$ cat config.mk
export PLATFORM = sky130hd
export DESIGN_NAME = des_round_ctrl_flat
export DESIGN_NICKNAME = d
export VERILOG_FILES = /design/src/rtl/des_round_ctrl_if.sv /design/src/rtl/des_round_ctrl.sv /design/src/flat_wrapper.sv
export SDC_FILE = /design/constraint.sdc
export NUM_CORES = 1
export LEC_CHECK = 0
export ABC_CLOCK_PERIOD_IN_PS = 16149
export CAP_MARGIN = 20
export CORE_UTILIZATION = 42
export CTS_CLUSTER_SIZE = 14
export DETAILED_ROUTE_END_ITERATION = 10
export PLACE_DENSITY = 0.79
export SYNTH_ARGS = -nofsm -noshare
export SYNTH_HDL_FRONTEND = slang
export SYNTH_SLANG_ARGS = --single-unit
$ cat constraint.sdc
create_clock -name clk -period 16.15 [get_ports clk]
set_clock_uncertainty 0.15 [all_clocks]
set_input_delay 4.845 -clock clk [delete_from_list [all_inputs] [get_ports clk]]
set_output_delay 4.845 -clock clk [all_outputs]
set_load 0.02 [all_outputs]
$ cat src/rtl/des_round_ctrl_if.sv
// ---------------------------------------------------------------------------
// des_round_ctrl_if
// Bundles the signals between the DES round sequencer and its surroundings.
//   Input side  : in_valid / in_ready / in_decrypt / in_block / in_key_cd
//   Round side  : rnd_active / rnd_idx / rnd_r / rnd_cd out, f_result back
//   Output side : out_valid / out_ready / out_block
// The "slave" modport is the sequencer's view. The "master" modport is the
// view of the surrounding core: the IP/PC-1 stage, the f datapath and the
// FP stage.
// ---------------------------------------------------------------------------
interface des_round_ctrl_if;
    logic        in_valid;
    logic        in_ready;
    logic        in_decrypt;
    logic [63:0] in_block;
    logic [55:0] in_key_cd;

    logic        rnd_active;
    logic [3:0]  rnd_idx;
    logic [31:0] rnd_r;
    logic [55:0] rnd_cd;
    logic [31:0] f_result;

    logic        out_valid;
    logic        out_ready;
    logic [63:0] out_block;

    modport master (
        output in_valid, in_decrypt, in_block, in_key_cd, f_result, out_ready,
        input  in_ready, rnd_active, rnd_idx, rnd_r, rnd_cd, out_valid, out_block
    );

    modport slave (
        input  in_valid, in_decrypt, in_block, in_key_cd, f_result, out_ready,
        output in_ready, rnd_active, rnd_idx, rnd_r, rnd_cd, out_valid, out_block
    );
endinterface

$ cat src/rtl/des_round_ctrl.sv
// ---------------------------------------------------------------------------
// des_round_ctrl
// Iterative DES round sequencer. It runs one external combinational round
// function f over 16 rounds, one round per clock. It owns the L/R halves,
// the C/D key-schedule registers, the round counter and both handshakes.
//   clk, rst : core clock; asynchronous active-high reset
//   bus      : des_round_ctrl_if.slave
//              in_*   post-IP block {L0,R0} and post-PC-1 key {C0,D0}
//              rnd_*  round datapath drive (R half, {C,D}, round index)
//              f_result  f(R,K) returned in the same cycle
//              out_*  pre-FP result {R16,L16}
// ---------------------------------------------------------------------------
module des_round_ctrl #(
    // Bit i-1 set: encrypt round i rotates by 1, otherwise by 2.
    parameter logic [15:0] SHIFT_MASK = 16'h8103
) (
    input  logic            clk,
    input  logic            rst,
    des_round_ctrl_if.slave bus
);

    typedef enum logic [1:0] {IDLE, RUN, DONE} state_t;

    state_t      state_q;
    logic [31:0] l_q;
    logic [31:0] r_q;
    logic [55:0] cd_q;
    logic [55:0] cd_d;
    logic        mode_q;          // 1 = decrypt, latched on accept
    logic [3:0]  rnd_idx_q;
    logic        in_ready_q;
    logic        rnd_active_q;
    logic        out_valid_q;
    logic [63:0] out_block_q;
    logic        next_single;     // next round uses a 1-bit rotation

    function automatic logic [27:0] rotl28(input logic [27:0] x, input logic two);
        rotl28 = two ? {x[25:0], x[27:26]} : {x[26:0], x[27]};
    endfunction

    function automatic logic [27:0] rotr28(input logic [27:0] x, input logic two);
        rotr28 = two ? {x[1:0], x[27:2]} : {x[0], x[27:1]};
    endfunction

    // The key schedule is pre-rotated for round k = rnd_idx+2. The encrypt
    // direction reads the mask forward. The decrypt direction undoes the
    // encrypt shifts in reverse order, so it reads the mask backward. Round
    // 17 does not exist, so the last cycle's rotation amount is unused.
    always_comb begin
        next_single = 1'b1;
        if (mode_q) begin
            next_single = SHIFT_MASK[4'd15 - rnd_idx_q];
        end else if (rnd_idx_q != 4'd15) begin
            next_single = SHIFT_MASK[rnd_idx_q + 4'd1];
        end

        if (mode_q) begin
            cd_d = {rotr28(cd_q[55:28], !next_single), rotr28(cd_q[27:0], !next_single)};
        end else begin
            cd_d = {rotl28(cd_q[55:28], !next_single), rotl28(cd_q[27:0], !next_single)};
        end
    end

    always_ff @(posedge clk or posedge rst) begin
        if (rst) begin
            state_q      <= IDLE;
            l_q          <= '0;
            r_q          <= '0;
            cd_q         <= '0;
            mode_q       <= 1'b0;
            rnd_idx_q    <= '0;
            in_ready_q   <= 1'b1;
            rnd_active_q <= 1'b0;
            out_valid_q  <= 1'b0;
            out_block_q  <= '0;
        end else begin
            case (state_q)
                IDLE: begin
                    if (bus.in_valid && in_ready_q) begin
                        l_q          <= bus.in_block[63:32];
                        r_q          <= bus.in_block[31:0];
                        mode_q       <= bus.in_decrypt;
                        // Encrypt round 1 always shifts by 1. Decrypt round 1
                        // uses K16, and the total of all 16 shifts is 28, so
                        // K16 equals the unrotated key.
                        cd_q         <= bus.in_decrypt ? bus.in_key_cd
                                        : {rotl28(bus.in_key_cd[55:28], 1'b0),
                                           rotl28(bus.in_key_cd[27:0], 1'b0)};
                        rnd_idx_q    <= '0;
                        in_ready_q   <= 1'b0;
                        rnd_active_q <= 1'b1;
                        state_q      <= RUN;
                    end
                end
                RUN: begin
                    l_q       <= r_q;
                    r_q       <= l_q ^ bus.f_result;
                    cd_q      <= cd_d;
                    rnd_idx_q <= rnd_idx_q + 4'd1;
                    if (rnd_idx_q == 4'd15) begin
                        // Emit {R16,L16}: the final round's swap is undone.
                        out_block_q  <= {l_q ^ bus.f_result, r_q};
                        out_valid_q  <= 1'b1;
                        rnd_active_q <= 1'b0;
                        state_q      <= DONE;
                    end
                end
                DONE: begin
                    if (bus.out_ready) begin
                        out_valid_q <= 1'b0;
                        in_ready_q  <= 1'b1;
                        state_q     <= IDLE;
                    end
                end
                default: begin
                    state_q      <= IDLE;
                    in_ready_q   <= 1'b1;
                    rnd_active_q <= 1'b0;
                    out_valid_q  <= 1'b0;
                end
            endcase
        end
    end

    assign bus.in_ready   = in_ready_q;
    assign bus.rnd_active = rnd_active_q;
    assign bus.rnd_idx    = rnd_idx_q;
    assign bus.rnd_r      = r_q;
    assign bus.rnd_cd     = cd_q;
    assign bus.out_valid  = out_valid_q;
    assign bus.out_block  = out_block_q;

endmodule

$ cat src/flat_wrapper.sv
// flat-port wrapper written by rule: the top's interface ports become plain ports
module des_round_ctrl_flat 
#(
                                                                 
    parameter logic [15:0] SHIFT_MASK = 16'h8103
)
  (clk, rst, bus_in_valid, bus_in_decrypt, bus_in_block, bus_in_key_cd, bus_f_result, bus_out_ready, bus_in_ready, bus_rnd_active, bus_rnd_idx, bus_rnd_r, bus_rnd_cd, bus_out_valid, bus_out_block);
  des_round_ctrl_if bus_i ();
  input  logic clk;
  input  logic rst;
  input wire logic [$bits(bus_i.in_valid)-1:0] bus_in_valid;
  input wire logic [$bits(bus_i.in_decrypt)-1:0] bus_in_decrypt;
  input wire logic [$bits(bus_i.in_block)-1:0] bus_in_block;
  input wire logic [$bits(bus_i.in_key_cd)-1:0] bus_in_key_cd;
  input wire logic [$bits(bus_i.f_result)-1:0] bus_f_result;
  input wire logic [$bits(bus_i.out_ready)-1:0] bus_out_ready;
  output wire logic [$bits(bus_i.in_ready)-1:0] bus_in_ready;
  output wire logic [$bits(bus_i.rnd_active)-1:0] bus_rnd_active;
  output wire logic [$bits(bus_i.rnd_idx)-1:0] bus_rnd_idx;
  output wire logic [$bits(bus_i.rnd_r)-1:0] bus_rnd_r;
  output wire logic [$bits(bus_i.rnd_cd)-1:0] bus_rnd_cd;
  output wire logic [$bits(bus_i.out_valid)-1:0] bus_out_valid;
  output wire logic [$bits(bus_i.out_block)-1:0] bus_out_block;
  assign bus_i.in_valid = bus_in_valid;
  assign bus_i.in_decrypt = bus_in_decrypt;
  assign bus_i.in_block = bus_in_block;
  assign bus_i.in_key_cd = bus_in_key_cd;
  assign bus_i.f_result = bus_f_result;
  assign bus_i.out_ready = bus_out_ready;
  assign bus_in_ready = bus_i.in_ready;
  assign bus_rnd_active = bus_i.rnd_active;
  assign bus_rnd_idx = bus_i.rnd_idx;
  assign bus_rnd_r = bus_i.rnd_r;
  assign bus_rnd_cd = bus_i.rnd_cd;
  assign bus_out_valid = bus_i.out_valid;
  assign bus_out_block = bus_i.out_block;
  des_round_ctrl #(.SHIFT_MASK(SHIFT_MASK)) u_core (.clk(clk), .rst(rst), .bus(bus_i));
endmodule
# Yosys cells after proc, flatten, opt, wreduce, memory -nomap -nowiden
# Memory sizes are Yosys's and may differ from the RTL's.
# Index checks and enable logic that the tools add are counted.
# Widths: inputs -> output; s select.
# word_totals
reg_bits,194
rom_bits,32
input_bits,157
out_inout_bits,159
mem_count,2
# mem_list
name,words,width,rd,rd_clocked_by_memory_dff,wr,line_no,text
(no name shown),16,1,1,0,0,des_round_ctrl.sv:54,next_single = SHIFT_MASK[rnd_idx_q + 4'd1];
(no name shown),16,1,1,0,0,des_round_ctrl.sv:52,next_single = SHIFT_MASK[4'd15 - rnd_idx_q];
# classes
n_addsub,2
magnitude_cmp,2
n_eq_ne,7
mux,31
bitwise,4
reduce_logical,10
# ops
operator,count
$mux 56,3
$pmux 32 s2,2
$mux 28,4
$pmux 56 s2,1
$mux 32,2
$xor 32x32->32,1
$reduce_and 3->1,4
$lt 4x5->1 const B,2
$mux 1,10
$pmux 1 s3,3
$pmux 4 s2,1
$mux 2,3
$pmux 2 s3,1
$reduce_and 2->1,3
$add 4x1->4 const B,1
$eq 4x4->1 const B,1
$mux 4,1
$ne 2x1->1 const B,2
$ne 4x4->1 const B,1
$sub 4x4->4 const A,1
$not 1->1,3
$eq 2x1->1 const B,1
$eq 2x2->1 const B,1
$logic_not 2->1,1
3 further kinds,3

# Longest topological paths before layout
# Gate-level depths: netlist (run 1).
# depth
ltp_word,8
depth_mapped,8
ltp_nobuf,6

# Worst setup path before layout (run 1)
# No wires, ideal clock.
# synth_path
path_kind,input -> register
from,input bus_in_decrypt
to,"register u_core.cd_q[10], in the netlist u_core.bus.rnd_cd[10]"
setup_time_ns,0.130
t_arrival_ns,6.101
required_time_ns,15.870
setup_slack_ns,9.769
stages,5
path_cell_list,clkbuf_1 -> clkbuf_1 -> mux2_2 -> a22oi_1 -> o31ai_1
# synth_between
elab_chain_len,3
# synth_rtl
element,line_no,text
start: declaration,flat_wrapper.sv:12,input wire logic [$bits(bus_i.in_decrypt)-1:0] bus_in_decrypt;
$mux 56,des_round_ctrl.sv:86,cd_q <= bus.in_decrypt ? bus.in_key_cd
$mux 56,des_round_ctrl.sv:79,if (bus.in_valid && in_ready_q) begin
$pmux 56 s2,des_round_ctrl.sv:77,case (state_q)
end signal: assignment,des_round_ctrl.sv:86,
end: declaration,des_round_ctrl.sv:27,logic [55:0] cd_q;
# No other way between the ends. The select of a mux whose other input is x is not followed.
# A chain may end at the register's enable or synchronous reset.

# Final worst setup path (run 1)
# layout_path
from,input bus_in_valid
to,register u_core.l_q[7]
# layout_between
elab_chain_len,3
# layout_rtl
element,line_no,text
start: declaration,flat_wrapper.sv:11,input wire logic [$bits(bus_i.in_valid)-1:0] bus_in_valid;
$logic_and 1x1->1,des_round_ctrl.sv:79,
$ne 2x1->1 (no source line),-,
$reduce_and 2->1 (no source line),-,
end signal: assignment,des_round_ctrl.sv:80,l_q <= bus.in_block[63:32];
end signal: assignment,des_round_ctrl.sv:96,l_q <= r_q;
end: declaration,des_round_ctrl.sv:25,logic [31:0] l_q;
# No other way between the ends.

==> out/metrics.cfg, run 1 <==
[status]
status=finished, final reports clean

[die]
ioPinCount=316
die_x_um=173
rows=62
initial_core_util_pct=42.6
die-area_mm2=0.0298
coreArea_mm2=0.0287
die_height_um=173

[clock_network]
root_buffer=clkbuf_16
cts_tree=done
clk_pin_slew_ps=70
cts_resized=0
cts_buffers=17
clk_path_buf_depth=2
clkLatencyLatePin_ps=450
cts-hold-fix-buffers=0
cts_num_sinks=194
cts_setup_buffers=0
ctsHtreeMaxLevel=4

[drt]
drc=0
routed_wl_mm=39.0
drtIter0Drc=1534
vias_per_cell=6.04
drt-pass1-iter-count=6
avgRoutedWirePerCell_um=19.8
drtAntennaViolNets=0
num_vias=11900

[global_route]
grt_max_degree=129
grt-ovfl-total=0
antenna_found_initial=0
grt_pass1_vias=11200
track_usage_pct=25.5
grt_pass1_wl_mm=62.1

[yosys]
syn-instance-count=1358
yosys.area.top_type=dfrtp_1
synth_top_area_share_pct=39.5
synth_ff_type=dfrtp_1
seq_area_frac_synth_pct=39.7
async_flop_share_pct=100
synth_warnings=0
synth_area_leaders=dfrtp_1, mux2_2, mux2i_1, o21ai_0, nand2_1
synth_edf_count=0
synth_fp_nets=1518
synth_cell_types=41
avgSynthCellArea_um2=9.01
ys_ff_latch=194
syn_area_mm2=0.0122

[setup_path]
path_buf_inv=4
required_ps=16300
critPathKind=in2reg
critPathSlowestCell=buf_4
worst_setup_path_endpoint=u_core.l_q[7]$_DFFE_PP0P_
crit-reg2reg-launch=u_core.state_q[0]$_DFFE_PP0P_
crit_family=buffers and inverters
cp-end-kind=flip-flop
crit_arrival_ps=7100
rr_worst_depth=5
crit_start=bus_in_valid
crit_chain=clkdlybuf4s50_1 > and2_1 > o21ai_4 > buf_4 > buf_4 > buf_16 > o21ai_0
max_stage_delay_ps=630
cp-start-kind=primary input
reg2reg_to=u_core.bus.rnd_cd[10]$_DFFE_PP0P_
rrSetupSlack_ps=13120
worst-path-max-fanout=117
crit_top_cell=buf_4
worst-path-stages=7

[worst_hold_path]
hold_class=reg2reg
min_from=u_core.l_q[30]$_DFFE_PP0P_

[final_layout]
n_fill_cell=2452
final_area_mm2=0.0161
diodes=0
layout_common_cells=clkdlybuf4s50_1, dfrtp_1, nand2_1, o21ai_0, nor3_1
syn2layout_area_growth_pct=31.9
final_common_cell=clkdlybuf4s50_1
drive_above_1_share_pct=10.0
fin_nets=1732

[placement]
hpwl_mm=23.6
portBuffers=315
placed_area_mm2=0.0154
gp_congestion=0.829

[sta]
finalHoldViolCount=0
drv_slew=0
worst_pin_slew_ps=1110
rsz0062_at_grt=no
fin_crit_sh_pct=43.1
setup_tns_ps=0
fmax_mhz=144
slew_headroom_pct=25.7
finalCriticalPeriod_ps=6960
setup_violations=0

[job]
drv_cap=0

[power_and_ir_drop]
pwr_density_cell_mw_per_mm2=199
max-vdd-ir-drop_v=0.000115
leakage_uw=0.00674

==> worst min path at each step <==
stage                                           end  slack, ps  depth (start not counted)
6_report                 u_core.l_q[30]$_DFFE_PP0P_        350                          2
3_5_place_dp             u_core.l_q[17]$_DFFE_PP0P_        340                          2
2_1_floorplan             u_core.l_q[0]$_DFFE_PP0P_        320                          2
4_1_cts                  u_core.l_q[17]$_DFFE_PP0P_        360                          2
3_3_place_gp              u_core.l_q[1]$_DFFE_PP0P_        330                          2
5_1_grt        u_core.bus.out_block[21]$_DFFE_PP0P_        370                          1
==> routing by layer <==
| metal | wire length, um | up-vias | GRT usage (%) |
|---|---|---|---|
| met5 | 0 | - | 0 |
| met4 | 767 | 0 | 6.97 |
| met3 | 3250 | 56 | 4.82 |
| met2 | 18600 | 626 | 41.1 |
| met1 | 16400 | 5774 | 34.9 |
| li1 | - | 5438 | - |
==> registers in the layout, indices dropped and copies added (netlist names) <==
register	flops
u_core.bus.rnd_r	32
u_core.bus.rnd_idx	4
u_core.state_q	2
u_core.bus.rnd_active	1
u_core.l_q	32
u_core.bus.in_ready	1
u_core.bus.rnd_cd	56
u_core.bus.out_valid	1
u_core.mode_q	1
u_core.bus.out_block	64
==> cell families (layout without fill, tap and decap cells) <==
logic type | Yosys count | in the layout | share of synthesized area (%)
AND/OR/NAND/NOR | 375 | 375 | 13.0
AO/OA/AOI/OAI | 428 | 428 | 23.5
adder cells (fa/ha/maj) | 3 | 3 | 0.307
multiplexers | 178 | 178 | 15.6
XOR/XNOR | 32 | 32 | 2.29
buffers and inverters | 148 | 375 | 5.64
flip-flops | 194 | 194 | 39.7
==> cell usage after synthesis, types with 2 or more instances <==
cell	n
buf_4	3
clkbuf_1	94
nand2b_1	2
dfrtp_1	193
ha_1	3
o31ai_1	57
a211o_1	56
a21o_1	2
buf_1	9
nor3_1	112
a311oi_1	56
buf_2	29
nor2_1	92
a22oi_1	56
nand2_1	156
xnor2_1	32
or3_1	2
and2_1	2
a21oi_1	39
inv_1	6
o21ai_0	156
nand3_1	2
buf_12	4
buf_6	3
mux2i_1	88
mux2_2	89
==> worst min-delay path: stages (launching register included) <==
cell     delay (ps)
dfrtp_1         360
nand2_1          50
o21ai_0          60
==> metrics by stage <==
| stage | setup WS, ps | hold slack (ps) | util, % | instances | total power (uW) |
|---|---|---|---|---|---|
| after detailed placement | 8320 | 341 | 53.8 | 1932 | 2760 |
| final | 9190 | 355 | 56.2 | 1969 | 3220 |
| after CTS | 8800 | 358 | 55.8 | 1964 | 3190 |
| after global placement | 8470 | 331 | 53.7 | 1930 | 2700 |
| after floorplan | 5870 | 320 | - | 1358 | 2140 |
| after global routing | 9060 | 374 | 56.2 | 1969 | 3430 |
==> power breakdown <==
group	leakage (uW)	switching (uW)	internal (uW)	total (uW)
registers	0.00231	278	679	956
clock network	0.000266	206	217	423
logic	0.00416	1030	815	1840
total	0.00674	1510	1710	3220
==> cell type report <==
type	count	area [um2]	share of cell area, %
Multi-Input combinational cell	1016	6780	42.0
Sequential cell	194	4860	30.1
Timing Repair Buffer	337	3430	21.3
Tap cell	384	480	2.98
Clock buffer	21	440	2.73
Clock inverter	11	118	0.729
Inverter	6	30.0	0.186
(Power assumes the default switching activity.)
==> inputs of run 2 (changes only) <==
--- a/config.mk
+++ b/config.mk
@@ -5,12 +5,12 @@
 export SDC_FILE = /design/constraint.sdc
 export NUM_CORES = 1
 export LEC_CHECK = 0
-export ABC_CLOCK_PERIOD_IN_PS = 16149
+export ABC_CLOCK_PERIOD_IN_PS = 6350
 export CAP_MARGIN = 20
 export CORE_UTILIZATION = 42
 export CTS_CLUSTER_SIZE = 14
 export DETAILED_ROUTE_END_ITERATION = 10
-export PLACE_DENSITY = 0.79
+export PLACE_DENSITY = 0.82
 export SYNTH_ARGS = -nofsm -noshare
 export SYNTH_HDL_FRONTEND = slang
 export SYNTH_SLANG_ARGS = --single-unit
==> constraint.sdc (replaced) <==
create_clock -name clk -period 6.35 [get_ports clk]
set_clock_uncertainty 0.15 [all_clocks]
set_input_delay 1.905 -clock clk [delete_from_list [all_inputs] [get_ports clk]]
set_output_delay 1.905 -clock clk [all_outputs]
set_load 0.02 [all_outputs]
==> out/metrics.cfg, run 2 (synthesized netlist as in run 1, its figures left out) <==
[setup_path]
critPathKind=reg2out
reg2reg_to=u_core.bus.rnd_cd[15]$_DFFE_PP0P_
rr_worst_depth=6
rrSetupSlack_ps=3300
crit_start=u_core.bus.rnd_idx[3]$_DFFE_PP0P_
required_ps=4300
crit-reg2reg-launch=u_core.bus.rnd_idx[1]$_DFFE_PP0P_
crit_family=buffers and inverters
critPathSlowestCell=clkdlybuf4s50_1
crit_arrival_ps=1830
worst-path-stages=1
worst_setup_path_endpoint=bus_rnd_idx[3]
worst-path-max-fanout=11
crit_chain=clkdlybuf4s50_1
max_stage_delay_ps=720
cp-start-kind=flip-flop
cp-end-kind=primary output
path_buf_inv=1

[sta]
slew_headroom_pct=26.8
setup_tns_ps=0
finalHoldViolCount=0
fmax_mhz=257
rsz0062_at_grt=no
fin_crit_sh_pct=61.3
fin_ws_ps=2460
setup_violations=0
hold_slack_ps=353
drv_slew=0
worst_pin_slew_ps=1100
finalCriticalPeriod_ps=3890

[drt]
top_layer=met4
drtAntennaViolNets=0
routed_wl_mm=38.7
wl_met3_mm=3.25
drc=0
drt-pass1-iter-count=6
drtIter0Drc=1431
num_vias=12000
wl_met2_mm=18.2
vias_per_cell=6.12
avgRoutedWirePerCell_um=19.7
m1WireLength_mm=16.4

[final_layout]
drive_above_1_share_pct=10.3
fin_util_pct=56.3
syn2layout_area_growth_pct=32.1
largest_reg_flops=64
fin_nets=1733
final_common_cell=clkdlybuf4s50_1
layout_common_cells=clkdlybuf4s50_1, dfrtp_1, nand2_1, o21ai_0, nor3_1

[worst_hold_path]
hold_class=reg2reg

[die]
die_height_um=173
die_x_um=173
initial_core_util_pct=42.6
ioPinCount=316
coreArea_mm2=0.0287
rows=62
die-area_mm2=0.0298

[power_and_ir_drop]
leakage_uw=0.00675
pwr_density_cell_mw_per_mm2=508
max-vdd-ir-drop_v=0.000414
total_power_uw=8220

[clock_network]
cts_setup_buffers=0
cts_resized=0
root_buffer=clkbuf_16
cts_num_sinks=194
cts_tree=done
clkLatencyLatePin_ps=440
ctsHtreeMaxLevel=4
clk_pin_slew_ps=80
cts_buffers=17
cts-hold-fix-buffers=0
clk_path_buf_depth=2

[global_route]
grt_max_degree=129
grt_pass1_wl_mm=61.2
antenna_found_initial=1
track_usage_pct=25.1
grt-ovfl-total=0
grt_pass1_vias=11300

[placement]
hpwl_mm=23.8
place_ws_ps=2200
gp_congestion=0.869
portBuffers=315

[status]
status=finished, final reports clean

[job]
drv_cap=0

==> run 2: through the flow <==
step | instance area [um2] | cells
final | 16200 | 1970
after global routing | 16200 | 1970
after CTS | 16000 | 1963
after detailed placement | 15500 | 1932
after global placement | 15400 | 1931
after floorplan | 12200 | 1358
==> run 2: layer usage <==
metal / vias to the layer above / GRT usage (%)
li1: 5452 / -
met3: 71 / 4.71
met5: - / 0
met1: 5800 / 33.4
met2: 724 / 40.7
met4: 0 / 9.03
==> run 2: cell type report <==
| cell class | count | area (um2) |
|---|---|---|
| repair buffers | 338 | 3460 |
| multi-input cells | 1016 | 6780 |
| clock buffers | 18 | 439 |
| well taps | 384 | 480 |
| clock inverters | 13 | 123 |
| diodes | 1 | 2.50 |
| fillers | 2495 | 12500 |
| flip-flops and latches | 194 | 4860 |
| inverters | 6 | 26.3 |
==> run 2: worst min-delay path by stage <==
stage | from | endpoint | depth (start not counted)
after floorplan | u_core.l_q[0]$_DFFE_PP0P_ | u_core.l_q[0]$_DFFE_PP0P_ | 2
after global placement | u_core.l_q[22]$_DFFE_PP0P_ | u_core.l_q[22]$_DFFE_PP0P_ | 2
after detailed placement | u_core.l_q[1]$_DFFE_PP0P_ | u_core.l_q[1]$_DFFE_PP0P_ | 2
after CTS | u_core.l_q[1]$_DFFE_PP0P_ | u_core.l_q[1]$_DFFE_PP0P_ | 2
after global routing | u_core.l_q[12]$_DFFE_PP0P_ | u_core.l_q[12]$_DFFE_PP0P_ | 2
final | u_core.l_q[9]$_DFFE_PP0P_ | u_core.l_q[9]$_DFFE_PP0P_ | 2
==> run 2: report_power, final <==
group	switching [uW]	internal (uW)	total (uW)
Sequential	704	1730	2430
Combinational	2630	2090	4730
Clock	536	527	1060
==> inputs of run 3 (changes only) <==
--- a/config.mk
+++ b/config.mk
@@ -5,7 +5,7 @@
 export SDC_FILE = /design/constraint.sdc
 export NUM_CORES = 1
 export LEC_CHECK = 0
-export ABC_CLOCK_PERIOD_IN_PS = 6350
+export ABC_CLOCK_PERIOD_IN_PS = 3200
 export CAP_MARGIN = 20
 export CORE_UTILIZATION = 42
 export CTS_CLUSTER_SIZE = 14
==> constraint.sdc (replaced) <==
create_clock -name clk -period 3.2 [get_ports clk]
set_clock_uncertainty 0.15 [all_clocks]
set_input_delay 0.96 -clock clk [delete_from_list [all_inputs] [get_ports clk]]
set_output_delay 0.96 -clock clk [all_outputs]
set_load 0.02 [all_outputs]
==> out/metrics.cfg, run 3 (synthesized netlist as in run 1, its figures left out) <==
[status]
status=finished, final reports clean

[final_layout]
layout_common_cells=clkdlybuf4s50_1, dfrtp_1, nand2_1, o21ai_0, nor3_1
final_common_cell=clkdlybuf4s50_1
seq_area_mm2=0.00486
largest_reg_flops=64
syn2layout_area_growth_pct=33.7
multi_input_area_mm2=0.00678
drive_above_1_share_pct=11.2
fin_nets=1749
n_fill_cell=2448
fin_util_pct=57.0
diodes=0

[global_route]
grt-ovfl-total=0
grt_pass1_wl_mm=63.0
grt_max_degree=129
grt_pass1_vias=11500
antenna_found_initial=0
track_usage_pct=25.8

[clock_network]
ctsHtreeMaxLevel=4
cts-hold-fix-buffers=0
clk_pin_slew_ps=70
cts_tree=done
cts_buffers=17
cts_resized=0
clk_path_buf_depth=2
clkLatencyLatePin_ps=440
cts_setup_buffers=0
cts_num_sinks=194
root_buffer=clkbuf_16

[die]
initial_core_util_pct=42.6
ioPinCount=316
die-area_mm2=0.0298
coreArea_mm2=0.0287
die_height_um=173
die_x_um=173
rows=62

[placement]
place_ws_ps=251
portBuffers=315
gp_congestion=0.889
hpwl_mm=24.8

[job]
drv_cap=0

[drt]
num_vias=12000
vias_per_cell=6.05
drtIter0Drc=1564
drc=0
routed_wl_mm=39.0
avgRoutedWirePerCell_um=19.6
drtAntennaViolNets=0
drt-pass1-iter-count=5

[setup_path]
crit_chain=clkdlybuf4s50_1
crit-reg2reg-launch=u_core.bus.rnd_idx[1]$_DFFE_PP0P_
crit_start=u_core.bus.rnd_idx[3]$_DFFE_PP0P_
crit_family=buffers and inverters
critPathSlowestCell=clkdlybuf4s50_1
critPathKind=reg2out
crit_arrival_ps=1840
required_ps=2090
cp-start-kind=flip-flop
worst-path-max-fanout=11
cp-end-kind=primary output
path_buf_inv=1
max_stage_delay_ps=720

[power_and_ir_drop]
pwr_density_cell_mw_per_mm2=1000
max-vdd-ir-drop_v=0.000790
leakage_uw=0.00686

[sta]
worst_pin_slew_ps=1150
fmax_mhz=339
fin_crit_sh_pct=92.3
drv_slew=0
rsz0062_at_grt=no
finalHoldViolCount=0
setup_violations=0
fin_ws_ps=248
finalCriticalPeriod_ps=2950
slew_headroom_pct=23.4

[worst_hold_path]
hold_class=reg2reg
min_from=u_core.l_q[13]$_DFFE_PP0P_

run 3: metrics by stage:
step                power, uW  cells  hold WS (ps)  setup TNS (ps)  area (um2)
floorplan               10800   1358           320          -79820       12200
global placement        13700   1953           332               0       15800
detailed placement      14100   1953           341               0       15800
CTS                     16200   1984           357               0       16300
global route            17400   1985           371               0       16400
finish                  16400   1985           355               0       16400
run 3: report_power, final:
part / leakage [uW] / switching, uW / internal (uW) / total [uW]
clock: 0.000275 / 1110 / 1040 / 2150
sequential: 0.00231 / 1410 / 3420 / 4830
combinational: 0.00427 / 5210 / 4200 / 9410
total: 0.00686 / 7730 / 8660 / 16400
run 3: path summary, 6_finish.rpt:
kind                                                         to  slack [ps]  cells after the start
max reg2reg                   u_core.bus.rnd_cd[51]$_DFFE_PP0P_         330                      6
max in group asynchronous  u_core.bus.out_block[26]$_DFFE_PP0P_        1440                      3
min reg2reg                          u_core.l_q[13]$_DFFE_PP0P_         350                      2
min                                  u_core.l_q[13]$_DFFE_PP0P_         350                      2
min in group asynchronous       u_core.bus.rnd_r[2]$_DFFE_PP0P_         720                      2
max                                              bus_rnd_idx[3]         250                      1
run 3: area by class of cell:
class | count | share of cell area [%]
multi-input cells | 1016 | 41.4
flip-flops and latches | 194 | 29.7
repair buffers | 354 | 22.3
well taps | 384 | 2.94
clock buffers | 17 | 2.60
clock inverters | 14 | 0.895
inverters | 6 | 0.161
run 3: per-layer routing:
metal / vias to the layer above / track usage (%) / share of wire (%)
met5: - / 0 / 0
met3: 78 / 4.35 / 7.9
met4: 0 / 7.89 / 2.2
met1: 5787 / 34.8 / 43
li1: 5475 / - / -
met2: 665 / 42.4 / 47
